<file path="config.mk">
export PLATFORM = sky130hd
export DESIGN_NAME = sim_run_ctrl
export DESIGN_NICKNAME = d
export VERILOG_FILES = /design/src/rtl/sim_pkg.sv /design/src/rtl/selfloop_det.sv /design/src/rtl/sim_run_ctrl.sv
export SDC_FILE = /design/constraint.sdc
export NUM_CORES = 1
export LEC_CHECK = 0
export CORE_MARGIN = 4
export CORE_UTILIZATION = 53
export CTS_CLUSTER_DIAMETER = 120
export DETAILED_ROUTE_END_ITERATION = 7
export GPL_ROUTABILITY_DRIVEN = 0
export PLACE_DENSITY_LB_ADDON = 0.15
export REMOVE_ABC_BUFFERS = 1
export SYNTH_ARGS = -nofsm -noshare
export SYNTH_HDL_FRONTEND = slang
export SYNTH_HIERARCHICAL = 1
export SYNTH_SLANG_ARGS = --single-unit
export TNS_END_PERCENT = 10
</file>
<file path="constraint.sdc">
create_clock -name clk -period 4.1 [get_ports clk]
set_input_delay 1.23 -clock clk [delete_from_list [all_inputs] [get_ports clk]]
set_output_delay 1.23 -clock clk [all_outputs]
set_load 0.01 [all_outputs]
</file>
<file path="src/rtl/sim_pkg.sv">
// Shared definitions for the simulation run controller: FSM state encoding and
// default parameter values.
package sim_pkg;

    // One-hot encoding; any illegal pattern is steered back to IDLE by the FSM.
    typedef enum logic [4:0] {
        S_IDLE    = 5'b00001,
        S_RST     = 5'b00010,
        S_RUN     = 5'b00100,
        S_HALTED  = 5'b01000,
        S_TIMEOUT = 5'b10000
    } run_state_e;

    localparam int unsigned DEF_RST_CYCLES  = 4;
    localparam logic [31:0] DEF_MAX_CYCLES  = 32'd100000;
    localparam int unsigned DEF_HALT_REPEAT = 3;
    localparam int unsigned DEF_PC_W        = 32;
    localparam int unsigned DEF_CNT_W       = 32;

endpackage

</file>
<file path="src/rtl/selfloop_det.sv">
// Self-loop detector: flags the retirement that makes the same PC retire
// HALT_REPEAT times in a row.
module selfloop_det
    import sim_pkg::*;
#(
    parameter int unsigned PC_W        = DEF_PC_W,
    parameter int unsigned HALT_REPEAT = DEF_HALT_REPEAT
) (
    input  logic            clk,
    input  logic            reset,
    input  logic            clear_i,
    input  logic            retire_i,
    input  logic [PC_W-1:0] pc_i,
    output logic            hit_o
);

    localparam int unsigned      REP_W   = $clog2(HALT_REPEAT + 1);
    localparam logic [REP_W-1:0] REP_MAX = REP_W'(HALT_REPEAT);
    localparam logic [REP_W-1:0] REP_HIT = REP_W'(HALT_REPEAT - 1);

    logic [PC_W-1:0]  last_pc_q, last_pc_d;
    logic             last_vld_q, last_vld_d;
    logic [REP_W-1:0] rep_q, rep_d;
    logic             same_pc;

    // The valid flag keeps a first retire at PC 0 from matching the cleared register.
    always_comb begin
        same_pc    = last_vld_q && (pc_i == last_pc_q);
        hit_o      = retire_i && same_pc && (rep_q >= REP_HIT);
        last_pc_d  = last_pc_q;
        last_vld_d = last_vld_q;
        rep_d      = rep_q;
        if (clear_i) begin
            last_pc_d  = '0;
            last_vld_d = 1'b0;
            rep_d      = '0;
        end else if (retire_i) begin
            last_pc_d  = pc_i;
            last_vld_d = 1'b1;
            if (!same_pc)
                rep_d = REP_W'(1);
            else if (rep_q != REP_MAX)
                rep_d = rep_q + REP_W'(1);
        end
    end

    always_ff @(posedge clk or negedge reset) begin
        if (!reset) begin
            last_pc_q  <= '0;
            last_vld_q <= 1'b0;
            rep_q      <= '0;
        end else begin
            last_pc_q  <= last_pc_d;
            last_vld_q <= last_vld_d;
            rep_q      <= rep_d;
        end
    end

endmodule

</file>
<file path="src/rtl/sim_run_ctrl.sv">
// Run controller for a CPU under simulation: holds the CPU in reset, runs it,
// and ends the run on a detected self-loop halt or a cycle-budget timeout.
module sim_run_ctrl
    import sim_pkg::*;
#(
    parameter int unsigned RST_CYCLES  = DEF_RST_CYCLES,
    parameter logic [31:0] MAX_CYCLES  = DEF_MAX_CYCLES,
    parameter int unsigned HALT_REPEAT = DEF_HALT_REPEAT,
    parameter int unsigned PC_W        = DEF_PC_W,
    parameter int unsigned CNT_W       = DEF_CNT_W
) (
    input  logic             clk,
    input  logic             reset,
    input  logic             start,
    input  logic             retire,
    input  logic [PC_W-1:0]  retire_pc,
    output logic             cpu_reset,
    output logic             running,
    output logic             done,
    output logic             timeout,
    output logic [CNT_W-1:0] cycle_cnt,
    output logic [CNT_W-1:0] retire_cnt,
    output logic [PC_W-1:0]  halt_pc
);

    localparam int unsigned      RC_W     = $clog2(RST_CYCLES + 1);
    localparam logic [RC_W-1:0]  RC_LOAD  = RC_W'(RST_CYCLES - 1);
    localparam logic [CNT_W-1:0] CYC_LAST = CNT_W'(MAX_CYCLES - 32'd1);

    run_state_e       state_q, state_d;
    logic [RC_W-1:0]  rst_cnt_q, rst_cnt_d;
    logic [CNT_W-1:0] cycle_cnt_q, cycle_cnt_d;
    logic [CNT_W-1:0] retire_cnt_q, retire_cnt_d;
    logic [PC_W-1:0]  halt_pc_q, halt_pc_d;
    logic             cpu_reset_q;
    logic             enter_rst;
    logic             run_retire;
    logic             halt_hit;

    function automatic logic [CNT_W-1:0] sat_inc(input logic [CNT_W-1:0] v);
        return (v == '1) ? v : v + CNT_W'(1);
    endfunction

    // Derived from state_q only, so it cannot loop back through the detector.
    assign enter_rst  = start && ((state_q == S_IDLE) || (state_q == S_HALTED) ||
                                  (state_q == S_TIMEOUT));
    assign run_retire = retire && (state_q == S_RUN);

    selfloop_det #(
        .PC_W        (PC_W),
        .HALT_REPEAT (HALT_REPEAT)
    ) u_det (
        .clk      (clk),
        .reset    (reset),
        .clear_i  (enter_rst),
        .retire_i (run_retire),
        .pc_i     (retire_pc),
        .hit_o    (halt_hit)
    );

    always_comb begin
        state_d      = state_q;
        rst_cnt_d    = rst_cnt_q;
        cycle_cnt_d  = cycle_cnt_q;
        retire_cnt_d = retire_cnt_q;
        halt_pc_d    = halt_pc_q;
        case (state_q)
            S_IDLE: if (start) state_d = S_RST;
            S_RST: begin
                if (rst_cnt_q == '0) state_d = S_RUN;
                else                 rst_cnt_d = rst_cnt_q - RC_W'(1);
            end
            S_RUN: begin
                cycle_cnt_d = sat_inc(cycle_cnt_q);
                if (retire) retire_cnt_d = sat_inc(retire_cnt_q);
                // Halt takes priority over a timeout landing on the same cycle.
                if (halt_hit) begin
                    state_d   = S_HALTED;
                    halt_pc_d = retire_pc;
                end else if (cycle_cnt_q == CYC_LAST) begin
                    state_d = S_TIMEOUT;
                end
            end
            S_HALTED, S_TIMEOUT: if (start) state_d = S_RST;
            default: state_d = S_IDLE;
        endcase
        if (enter_rst) begin
            rst_cnt_d    = RC_LOAD;
            cycle_cnt_d  = '0;
            retire_cnt_d = '0;
            halt_pc_d    = '0;
        end
    end

    always_ff @(posedge clk or negedge reset) begin
        if (!reset) begin
            state_q      <= S_IDLE;
            rst_cnt_q    <= '0;
            cycle_cnt_q  <= '0;
            retire_cnt_q <= '0;
            halt_pc_q    <= '0;
            cpu_reset_q  <= 1'b1;
        end else begin
            state_q      <= state_d;
            rst_cnt_q    <= rst_cnt_d;
            cycle_cnt_q  <= cycle_cnt_d;
            retire_cnt_q <= retire_cnt_d;
            halt_pc_q    <= halt_pc_d;
            cpu_reset_q  <= (state_d == S_IDLE) || (state_d == S_RST);
        end
    end

    assign cpu_reset  = cpu_reset_q;
    assign running    = (state_q == S_RUN);
    assign done       = (state_q == S_HALTED);
    assign timeout    = (state_q == S_TIMEOUT);
    assign cycle_cnt  = cycle_cnt_q;
    assign retire_cnt = retire_cnt_q;
    assign halt_pc    = halt_pc_q;

endmodule

</file>
==> Word level (Yosys, flattened, before mapping) <==
Index checks and enable logic that the tools add are counted.
{ "word_totals": {"reg_bits": 140, "word_cells": 76, "in_bits": 36, "output_inout_bits": 100} }
{ "op_classes": {"eq_ne": 16, "order_cmp": 1, "n_reduce_logical": 20, "addsub": 4, "mux": 26} }
{ "ops": {"columns": ["op", "count"], "rows": [
  ["$mux W32", 12],
  ["$add A32 B1 Y32 const B", 2],
  ["$eq A32 B32 Y1 const B", 2],
  ["$eq A32 B17 Y1 const B", 1],
  ["$eq A32 B32 Y1", 1],
  ["$mux W5", 4],
  ["$pmux W5 S3", 1],
  ["$eq A5 B1 Y1 const B", 2],
  ["$eq A5 B2 Y1 const B", 2],
  ["$reduce_bool A2 Y1", 5],
  ["$mux W3", 3],
  ["$mux W2", 4],
  ["$ne A2 B2 Y1 const B", 4],
  ["$reduce_and A2 Y1", 4],
  ["$eq A5 B3 Y1 const B", 1],
  ["$eq A5 B4 Y1 const B", 1],
  ["$eq A5 B5 Y1 const B", 1],
  ["$logic_and A1 B1 Y1", 5],
  ["$logic_not A3 Y1", 1],
  ["$logic_or A1 B1 Y1", 3],
  ["$ne A3 B3 Y1 const B", 1],
  ["$reduce_and A3 Y1", 1],
  ["$reduce_or A3 Y1", 1],
  ["$sub A3 B1 Y3 const B", 1],
  ["3 further kinds", 4]
]} }

==> Logic depth before layout (Yosys ltp) <==
Gate-level depths: netlist of run 1.
{ "logic_depth": {"depth_word": 8, "mapped_depth": 17, "mapped_depth_nobuf": 10} }

==> Hierarchy <==
Netlist of run 1, hierarchy kept.
{ "by_module_without_submodules": {"columns": ["mod", "seq_area_each_um2", "area_per_inst_um2", "cells_per_inst", "instances"], "rows": [
  ["sim_run_ctrl", 2630.0, 5606.6, 624, 1],
  ["selfloop_det", 875.8, 1826.8, 169, 1]
]} }

==> Worst setup path before layout of run 1 <==
Ideal clock, no wire load.
{ "synth_timing": {"path_type": "register to register", "startpoint": "register state_q[0]", "endpoint": "register halt_pc_q[12], in the netlist halt_pc[12]", "path_stages_with_launch": 18, "setup_slack_ns": 1.017, "setup_ns": 0.078, "t_arrival_ns": 3.006, "n_path_buf": 7, "path_cell_list": "dfstp_2 buf_2 or3b_1 buf_2 or2_1 buf_6 clkinv_8 nand2_4 clkinv_4 buf_2 buf_2 o21ai_0 nor2_1 and2_1 clkbuf_1 clkbuf_1 nand2_1 a21oi_1"} }
{ "synth_between": {"elab_chain_len": 6, "word_cells_on_any_way": 14} }
{ "synth_rtl": {"columns": ["item", "line", "source"], "rows": [
  ["start, declared", "sim_run_ctrl.sv:30", "run_state_e state_q, state_d;"],
  ["start signal, assigned", "sim_run_ctrl.sv:104", "state_q <= state_d;"],
  ["$eq A5 B3 Y1", "sim_run_ctrl.sv:47", "assign run_retire = retire && (state_q == S_RUN);"],
  ["$logic_and A1 B1 Y1", "sim_run_ctrl.sv:47", null],
  ["via run_retire", "sim_run_ctrl.sv:37", "logic run_retire;"],
  ["$logic_and A1 B1 Y1 (2 in series)", "selfloop_det.sv:29", "hit_o = retire_i && same_pc && (rep_q >= REP_HIT);"],
  ["via halt_hit", "sim_run_ctrl.sv:38", "logic halt_hit;"],
  ["$reduce_bool A2 Y1 (no line)", null, null],
  ["$reduce_and A2 Y1 (no line)", null, null],
  ["end signal, assigned", "sim_run_ctrl.sv:108", "halt_pc_q <= halt_pc_d;"],
  ["end, declared", "sim_run_ctrl.sv:34", "logic [PC_W-1:0] halt_pc_q, halt_pc_d;"]
]} }
The timed path passes the listed nets, and every way through them passes these cells.
A chain may end at the register's enable or synchronous reset.

==> Final worst setup path of run 1 <==
{ "layout_timing": {"startpoint": "register state_q[3]", "endpoint": "output port running"} }
{ "layout_between": {"elab_chain_len": 1} }
{ "layout_rtl": {"columns": ["item", "line", "source"], "rows": [
  ["$eq A5 B3 Y1", "sim_run_ctrl.sv:114", "assign running = (state_q == S_RUN);"],
  ["end, declared", "sim_run_ctrl.sv:18", "output logic running,"]
]} }
Every way passes these cells.

==> results, run 1 <==
- CTS saw 140 sinks.
- The total negative slack for setup checks is 0 ns.
- The count of buffers added on input and output ports is 135.
- In this run the standard cell core region covers 13,800 sq um.
- In this run, synthesis inferred 0 flip-flops with an integrated enable.
- The number of filler cells placed in the layout is 1,041.
- The maximum level of the CTS H-tree is 4.
- The reported max-cap violation count is 0.
- Global routing finished with a remaining overflow of 0.
- The tightest min-delay check is of the register to register type.
- The worst setup path is captured at an output pin.
- The starting density of the core is 0.538.
- The final critical-path setup slack is 0.233 ns.
- The share of the cycle needed by the critical path after routing is 0.943.
- Hold repair after CTS inserted 0 buffers.
- The multi-input gate area in the final layout is 3600 sq um.
- The clock root buffer master is sky130_fd_sc_hd__clkbuf_16.
- Compared with the post-synthesis result, the final layout area differs by 27.9%.
- The die outline area is 16,000 sq um.
- The cell count after synthesis is 793.
- The worst setup path is launched from a register.
- The minimum setup slack after placement is 0.375 ns.
- The transition time at the pin with the least slew margin is 1.22 ns.
- The number of vias per cell is 6.04.
- Setup violations remaining at the end of the flow were counted as 0.
- The maximum clock insertion buffer count is 2.
- The max-slew violation total from the final report is 0.
- After routing the design area is 9510 sq um.
- The proportion of netlist area held by the largest area contributor is 0.465.
- The count of TritonRoute iterations in the first routing pass is 5.
- The post-CTS setup repair buffer count is 0.
- Entering global routing, the biggest net connects 114 pins.
- The async set-reset flop share out of synthesis is 1.00.
- The clock latency at the later pin of the worst-skew pair is 0.42 ns.
- The run finished with clean final reports.
- The count of different cell masters after synthesis is 64.
- The power density normalized to cell area is 361 nW/um^2.
- Static timing analysis puts the maximum clock frequency at 0.259 GHz.
- Summing internal, switching and leakage power gives 3430 uW.
- The number of global-route vias before repair is 6,891.
- The area taken by flip-flops and latches is 3510 sq um.
- The worst relative slew slack is 0.181.
- The yosys synthesis warning count is 6.
- The fraction of layout cells with a size suffix above 1 is 0.0734.
- The standard-cell row count is 43.
- Clock-pin slew was measured on the worst setup and hold paths at 0.06 ns.
- The critical-path maximum fanout is 18.
- The combined buffer and inverter count along the critical path is 2.
- The first global-routing pass estimated 32,600 um of wire.
- The routed via count is 6,678.
- The die height is 126 um.
- The critical path goes through or3b_1, or2_2, clkinv_8, clkdlybuf4s50_1.
- The cell taking the most area after synthesis is sky130_fd_sc_hd__dfrtp_1.
- The placement-stage cell area is 8890 sq um.
- For this run, the leading register cell type out of synthesis is sky130_fd_sc_hd__dfrtp_1.
- The highest-delay cell along the critical path is sky130_fd_sc_hd__or3b_1.
- Data on the critical path arrives at its endpoint at 2.64 ns.
- The initial antenna violation count is 0.
- The number of antenna diodes in the final layout is 0.
- Sorting the synthesized cells by area gives the leading types as sky130_fd_sc_hd__dfrtp_1 (46%), sky130_fd_sc_hd__a21oi_1 (5.7%), sky130_fd_sc_hd__nand2_1 (4.8%), sky130_fd_sc_hd__mux2i_1 (4.6%), sky130_fd_sc_hd__xnor2_1 (3.4%).
- The leakage power total is 0.00371 uW.
- For this run, the post-layout net count is 955.
- Across the VDD grid, the largest voltage drop is 0.000333 V.
- The final-report hold violation count came to 0.
- The global-route total usage across every layer is 0.244.
- TritonCTS built the clock tree.
- Setup repair after global routing left no endpoint under its margin.
- The post-layout minimum cycle time is 3.87 ns.
- Between clock sinks in the finished design, the worst skew comes to 0.00778 ns.
- After detailed routing, the total wire length is 19,300 um.
- The worst setup path is of the register to output pin kind.
- The critical path's largest stage delay is 0.55 ns.
- The synthesized area per cell is 9.37 sq um.
- Once detail routing completed, the nets flagged for antenna violations numbered 0.
- The cell area after synthesis is 7430 sq um.
- In this run the horizontal extent of the chip is 126 um.
- The remaining design rule violation count is 0.
- The HPWL after detailed placement is 13,100 um.
- The DRC violation total after the first TritonRoute iteration is 508.
- The sequential cell area fraction in the yosys report is 0.472.
- The library cells used most frequently in the layout, excluding fill and tap cells, are sky130_fd_sc_hd__dfrtp_1 (138), sky130_fd_sc_hd__clkdlybuf4s50_1 (134), sky130_fd_sc_hd__nand2_1 (96).
- The average wire per cell in the routed design is 17.4 um.
- The total of flip-flops plus latches after synthesis is 140.
- The number of top-level design ports is 136.
- The most common cell after layout, fill and taps aside is sky130_fd_sc_hd__dfrtp_1.
- On the critical path the largest part of the delay comes from simple AND/OR/NAND/NOR gates.
- The number of clock buffers added by TritonCTS is 17.
- For the worst setup path, the data required time is 2.87 ns.
==> per-layer routing <==
metal  global-route usage  share of wire  up-vias
met1                0.318           0.43     3280
met3               0.0501          0.055       40
met4                0.100          0.022        0
li1                     -              -     3133
met5                    0              0        -
met2                0.400           0.49      225
==> state kept, by name (all words and copies together), names as in the netlist <==
| name | count |
|---|---|
| cpu_reset | 1 |
| cycle_cnt | 32 |
| halt_pc | 32 |
| retire_cnt | 32 |
| rst_cnt_q | 3 |
| state_q | 5 |
| u_det/last_pc_q | 32 |
| u_det/last_vld_q | 1 |
| u_det/rep_q | 2 |
==> stage by stage <==
stage	instances	hold WS, ns	util
finish	1106	0.499	0.688
global route	1106	0.540	0.688
CTS	1106	0.504	0.688
detailed placement	1074	0.491	0.643
global placement	1074	0.472	0.643
floorplan	749	0.458	-
==> synthesized netlist by cell type (2+ instances only) <==
master and n:
sky130_fd_sc_hd__buf_2 14, sky130_fd_sc_hd__or4_1 14, sky130_fd_sc_hd__o311a_1 4, sky130_fd_sc_hd__or2_2 4, sky130_fd_sc_hd__or3_1 25, sky130_fd_sc_hd__ha_1 6, sky130_fd_sc_hd__dfstp_2 2, sky130_fd_sc_hd__nand4_1 40
sky130_fd_sc_hd__dfrtp_1 138, sky130_fd_sc_hd__xnor2_1 29, sky130_fd_sc_hd__nand2_1 96, sky130_fd_sc_hd__o31a_1 2, sky130_fd_sc_hd__nor4b_1 3, sky130_fd_sc_hd__a31o_2 5, sky130_fd_sc_hd__mux2i_1 34, sky130_fd_sc_hd__nand3_1 23
sky130_fd_sc_hd__o21a_1 4, sky130_fd_sc_hd__inv_1 26, sky130_fd_sc_hd__o211ai_1 5, sky130_fd_sc_hd__o31ai_1 17, sky130_fd_sc_hd__and2_1 3, sky130_fd_sc_hd__nor3_2 2, sky130_fd_sc_hd__o2111ai_1 3, sky130_fd_sc_hd__a31o_1 4
sky130_fd_sc_hd__and4_1 10, sky130_fd_sc_hd__and3_1 9, sky130_fd_sc_hd__or4b_2 2, sky130_fd_sc_hd__nor4_4 2, sky130_fd_sc_hd__or3b_1 2, sky130_fd_sc_hd__o21ai_0 30, sky130_fd_sc_hd__or2_1 2, sky130_fd_sc_hd__buf_6 2
sky130_fd_sc_hd__nor3_1 11, sky130_fd_sc_hd__nor2_1 57, sky130_fd_sc_hd__nand3b_1 3, sky130_fd_sc_hd__a21oi_1 84, sky130_fd_sc_hd__buf_4 2, sky130_fd_sc_hd__nand4b_1 2, sky130_fd_sc_hd__clkbuf_1 25, sky130_fd_sc_hd__nor4_1 14
sky130_fd_sc_hd__xor2_1 10
==> worst min-delay path: stages (launching register included) <==
cell	delay, ns
sky130_fd_sc_hd__dfrtp_1	0.34
sky130_fd_sc_hd__nand2_1	0.05
sky130_fd_sc_hd__o211ai_1	0.07
==> final cells by class <==
type                            count  share of cell area
Inverter                           29              0.0134
Sequential cell                   140               0.369
Clock inverter                     10              0.0146
Tap cell                          180              0.0237
Multi-Input combinational cell    580               0.378
Timing Repair Buffer              145               0.151
Clock buffer                       22              0.0499
==> cell families (layout without fill, tap and decap cells) <==
family	Yosys count	count (layout)	synth area share
AOI/OAI and AO/OA	170	170	0.143
xor gates and xnor gates	39	39	0.0460
adders and majority gates	6	6	0.0101
buffers and inverters	73	206	0.0446
DFF	140	140	0.472
muxes	34	34	0.0458
and+or+nand+nor	331	331	0.239
==> repair_timing <==
| item | 4_1_cts | 5_1_grt |
|---|---|---|
| resized for setup | 0 | 1 |
| hold endpoints to repair | 0 | 0 |
| setup endpoints to repair | 0 | 1 |
==> worst paths after layout <==
path,start,cells past startpoint,end,slack [ns]
max,state_q[3],4,running,0.23
min,rst_cnt_q[1],2,rst_cnt_q[1],0.50
max reg2reg,state_q[3],11,halt_pc[2],0.90
min reg2reg,rst_cnt_q[1],2,rst_cnt_q[1],0.50
max in group asynchronous,reset,2,cycle_cnt[15],2.31
min in group asynchronous,reset,1,cycle_cnt[4],0.98
==> power breakdown <==
part           total (uW)  switching [uW]  internal, uW
clock network        1590             582          1000
registers            1440            31.2          1410
logic                 401             269           132
total                3430             882          2550
Note: power is estimated with default switching activity, not from simulation.
==> inputs of run 2 (changes only) <==
Settings changed: CORE_UTILIZATION 53 to 55, CTS_BUF_LIST set to sky130_fd_sc_hd__clkbuf_4 sky130_fd_sc_hd__clkbuf_8.
==> run 2 against run 1 <==
Wire length decreased by 1.6%. Register-to-register slack better by 0.11 ns. Clock skew rose by 0.0093 ns. Largest cell class unchanged. Sequential share of layout area increased by 0.66 points. Highest routed layer unchanged. Die area is 3.4% lower. Maximum frequency increased by 2.0%. Cell area down 1.8%.
==> results, run 2 (same netlist as run 1, synthesis figures left out) <==
- The average wire per cell in the routed design is 17.2 um (-1.2%).
- The worst clock skew is 0.0171 ns (+0.00931 ns).
- The flow ran to the end, and the final reports show no timing, DRC or antenna violations.
- The global-route total usage across every layer is 0.244 (-0.000407).
- The critical-path maximum fanout was 18 (unchanged).
- The global route total overflow came to 0 (unchanged).
- The leakage power total is 0.00364 uW (-1.7%).
- The number of placed cells counting well taps is 1,071 (-0.28%).
- The power density normalized to cell area is 328 nW/um^2 (-9.2%).
- The power spent charging and discharging nets came to 826 uW (-6.4%).
- The transition time at the pin with the least slew margin is 1.21 ns (-0.0144 ns).
- The register clock-pin slew on the reported worst setup and hold paths came to 0.07 ns (about the same).
- The maximum clock insertion buffer count is 2 (unchanged).
- The die height came to 124 um (-1.7%).
- The total internal power came to 2240 uW (-12%).
- The standard-cell row count came to 42 (-2.3%).
- The worst relative slew slack is 0.191 (+0.00965).
- The number of filler cells placed in the layout is 1,047 (+0.58%).
- The max-slew violation total from the final report is 0 (unchanged).
- The total negative slack for setup checks is 0 ns (unchanged).
- The wire length of the first global-routing pass is 31,600 um (-3.0%).
- Setup repair after global routing left no endpoint under its margin.
- The number of input and output port buffers inserted is 135 (unchanged).
- The required time at the endpoint of the critical path is 2.87 ns (about the same).
- The clock root buffer master is sky130_fd_sc_hd__clkbuf_8.
- From synthesis to final layout, the design area changed by 25.7%.
- The starting density of the core is 0.561 (+0.0237).
- The DRC violation total after the first TritonRoute iteration is 552 (+8.7%).
- The met3 usage in global routing is 0.0600 (+0.00993).
- The reported max-cap violation count is 0 (unchanged).
- The largest net degree at the start of global routing is 108 (-5.3%).
- The clock tree from TritonCTS is done.
- The maximum VDD drop is 0.000251 V (-25%).
- The multi-input gate area in the final layout is 3600 sq um (unchanged).
- The number of top-level design ports is 136 (unchanged).
- The met1 track demand over resource in global routing is 0.314 (-0.00406).
- The maximum level of the CTS H-tree is 4 (unchanged).
- The met2 track demand over resource is 0.399 (-0.00184).
- The proportion of power drawn by flip-flops and latches was 0.472 (+0.051).
- Leaving out fill and tap cells, the most frequent cells in the layout are sky130_fd_sc_hd__dfrtp_1 (138), sky130_fd_sc_hd__clkdlybuf4s50_1 (134), sky130_fd_sc_hd__nand2_1 (96).
- The final design area excluding fillers was 9340 sq um (-1.8%).
- Leaving out fill and tap cells, the most frequent cell in the layout is sky130_fd_sc_hd__dfrtp_1.
- The final non-filler cell total was 1,102 (-0.36%).
- The type of the tightest min-delay check is register to register.
- The remaining design rule violation count is 0 (unchanged).
- The fraction of layout cells with a size suffix above 1 is 0.0756 (+0.00216).
- The logic gate share of total power is 0.131 (+0.014).
- The number of global-route vias before repair was 6,527 (-5.3%).
- The post-cts hold buffer count is 0 (unchanged).
- The total CTS buffers is 17 (unchanged).
- The arrival time at the worst endpoint is 2.56 ns (-0.08 ns).
- The number of nets in the finished design was 956 (+0.10%).
- The final-report hold violation count is 0 (unchanged).
- The TritonCTS sink count is 140 (unchanged).
- The residual antenna-violating net count after detailed routing is 0 (unchanged).
- The placeable core region is 13,200 sq um (-4.2%).
- The routed via count was 6,723 (+0.67%).
- The clock network fraction of design power is 0.398 (-0.064).
- The total power of the final layout is 3060 uW (-11%).
- The worst setup path category is register to output pin.
- The HPWL after detailed placement is 13,300 um (+1.3%).
- The width of the chip is 124 um (-1.7%).
- The share of the cycle needed by the critical path after routing came to 0.924 (-0.0189).
- The switching portion of total power is 0.270 (+0.0127).
- The final critical-path setup slack is 0.310 ns (+0.0774 ns).
- The placement-stage cell area is 8910 sq um (+0.17%).
- The area taken by flip-flops and latches was 3510 sq um (unchanged).
- The number of vias per cell is 6.10 (+1.0%).
- The overall routed net length is 19,000 um (-1.6%).
- The initial antenna violation count is 0 (unchanged).
- The minimum setup slack after placement came to 0.341 ns (-0.0340 ns).
- The post-layout minimum cycle time is 3.79 ns (-0.0774 ns).
- The count of TritonRoute iterations in the first routing pass is 6 (+1).
- The die outline area was 15,400 sq um (-3.4%).
- The post-CTS setup repair buffer count is 0 (unchanged).
- The clock latency at the later pin of the worst-skew pair is 0.46 ns (+0.04 ns).
- The kind of start point of the critical path is a register.
- The post-cts gate resize count is 0 (unchanged).
- The worst setup path is captured at an output pin.
- After global routing, the most crowded layer is met2.
- The count of final setup violators was 0 (unchanged).
- The antenna diode instance count is 0 (unchanged).
- The top achievable clock speed was 0.264 GHz (+2.0%).
## run 2: changes by cell type in the layout (fill, tap and decap cells not counted)
cell,previous run,this run
sky130_fd_sc_hd__clkbuf_8,3,18
sky130_fd_sc_hd__clkinv_4,2,4
sky130_fd_sc_hd__clkbuf_1,2,0
sky130_fd_sc_hd__clkinvlp_4,4,1
sky130_fd_sc_hd__clkbuf_16,17,0
sky130_fd_sc_hd__clkinv_2,3,4
sky130_fd_sc_hd__bufinv_16,3,4
sky130_fd_sc_hd__buf_12,1,2
sky130_fd_sc_hd__clkbuf_4,0,2
## run 2: routing by layer
| layer | routed length, um | vias to the layer above | share of wire |
|---|---|---|---|
| li1 | - | 3140 | - |
| met1 | 8060 | 3281 | 0.42 |
| met2 | 9300 | 262 | 0.49 |
| met3 | 1200 | 40 | 0.063 |
| met4 | 414 | 0 | 0.022 |
| met5 | 0 | - | 0 |
## run 2: path summary, 6_finish.rpt
check	slack, ns	end	start	depth (start not counted)
min	0.51	rst_cnt_q[1]	rst_cnt_q[1]	2
min in group asynchronous	0.88	cycle_cnt[3]	reset	1
max in group asynchronous	2.34	halt_pc[24]	reset	2
min reg2reg	0.51	rst_cnt_q[1]	rst_cnt_q[1]	2
max reg2reg	1.01	halt_pc[5]	state_q[4]	11
max	0.31	running	state_q[4]	4
## run 2: layout make-up
| type | instances | share of cell area |
|---|---|---|
| Multi-Input combinational cell | 580 | 0.385 |
| Clock buffer | 20 | 0.0281 |
| Timing Repair Buffer | 146 | 0.156 |
| Clock inverter | 11 | 0.0181 |
| Inverter | 29 | 0.0137 |
| Sequential cell | 140 | 0.375 |
| Tap cell | 176 | 0.0236 |
## run 2: per-stage QoR
step           hold slack (ns)   util
6_report                 0.507  0.705
3_3_place_gp             0.471  0.673
5_1_grt                  0.539  0.705
2_1_floorplan            0.458      -
4_1_cts                  0.512  0.705
3_5_place_dp             0.496  0.673
## run 2: worst max-delay path: stages, from the launching register on
cell and delay, ns:
sky130_fd_sc_hd__dfrtp_1 0.50, sky130_fd_sc_hd__or2_1 0.38, sky130_fd_sc_hd__or2_2 0.52, sky130_fd_sc_hd__clkinv_8 0.16
sky130_fd_sc_hd__clkdlybuf4s50_1 0.55
## run 2: power by group through the flow
stage               sequential, uW  clock, uW  combinational [uW]
floorplan                     1460          0                 199
global placement              1470          0                 390
detailed placement            1470          0                 399
CTS                           1440       1240                 403
global route                  1450       1290                 445
finish                        1440       1220                 401
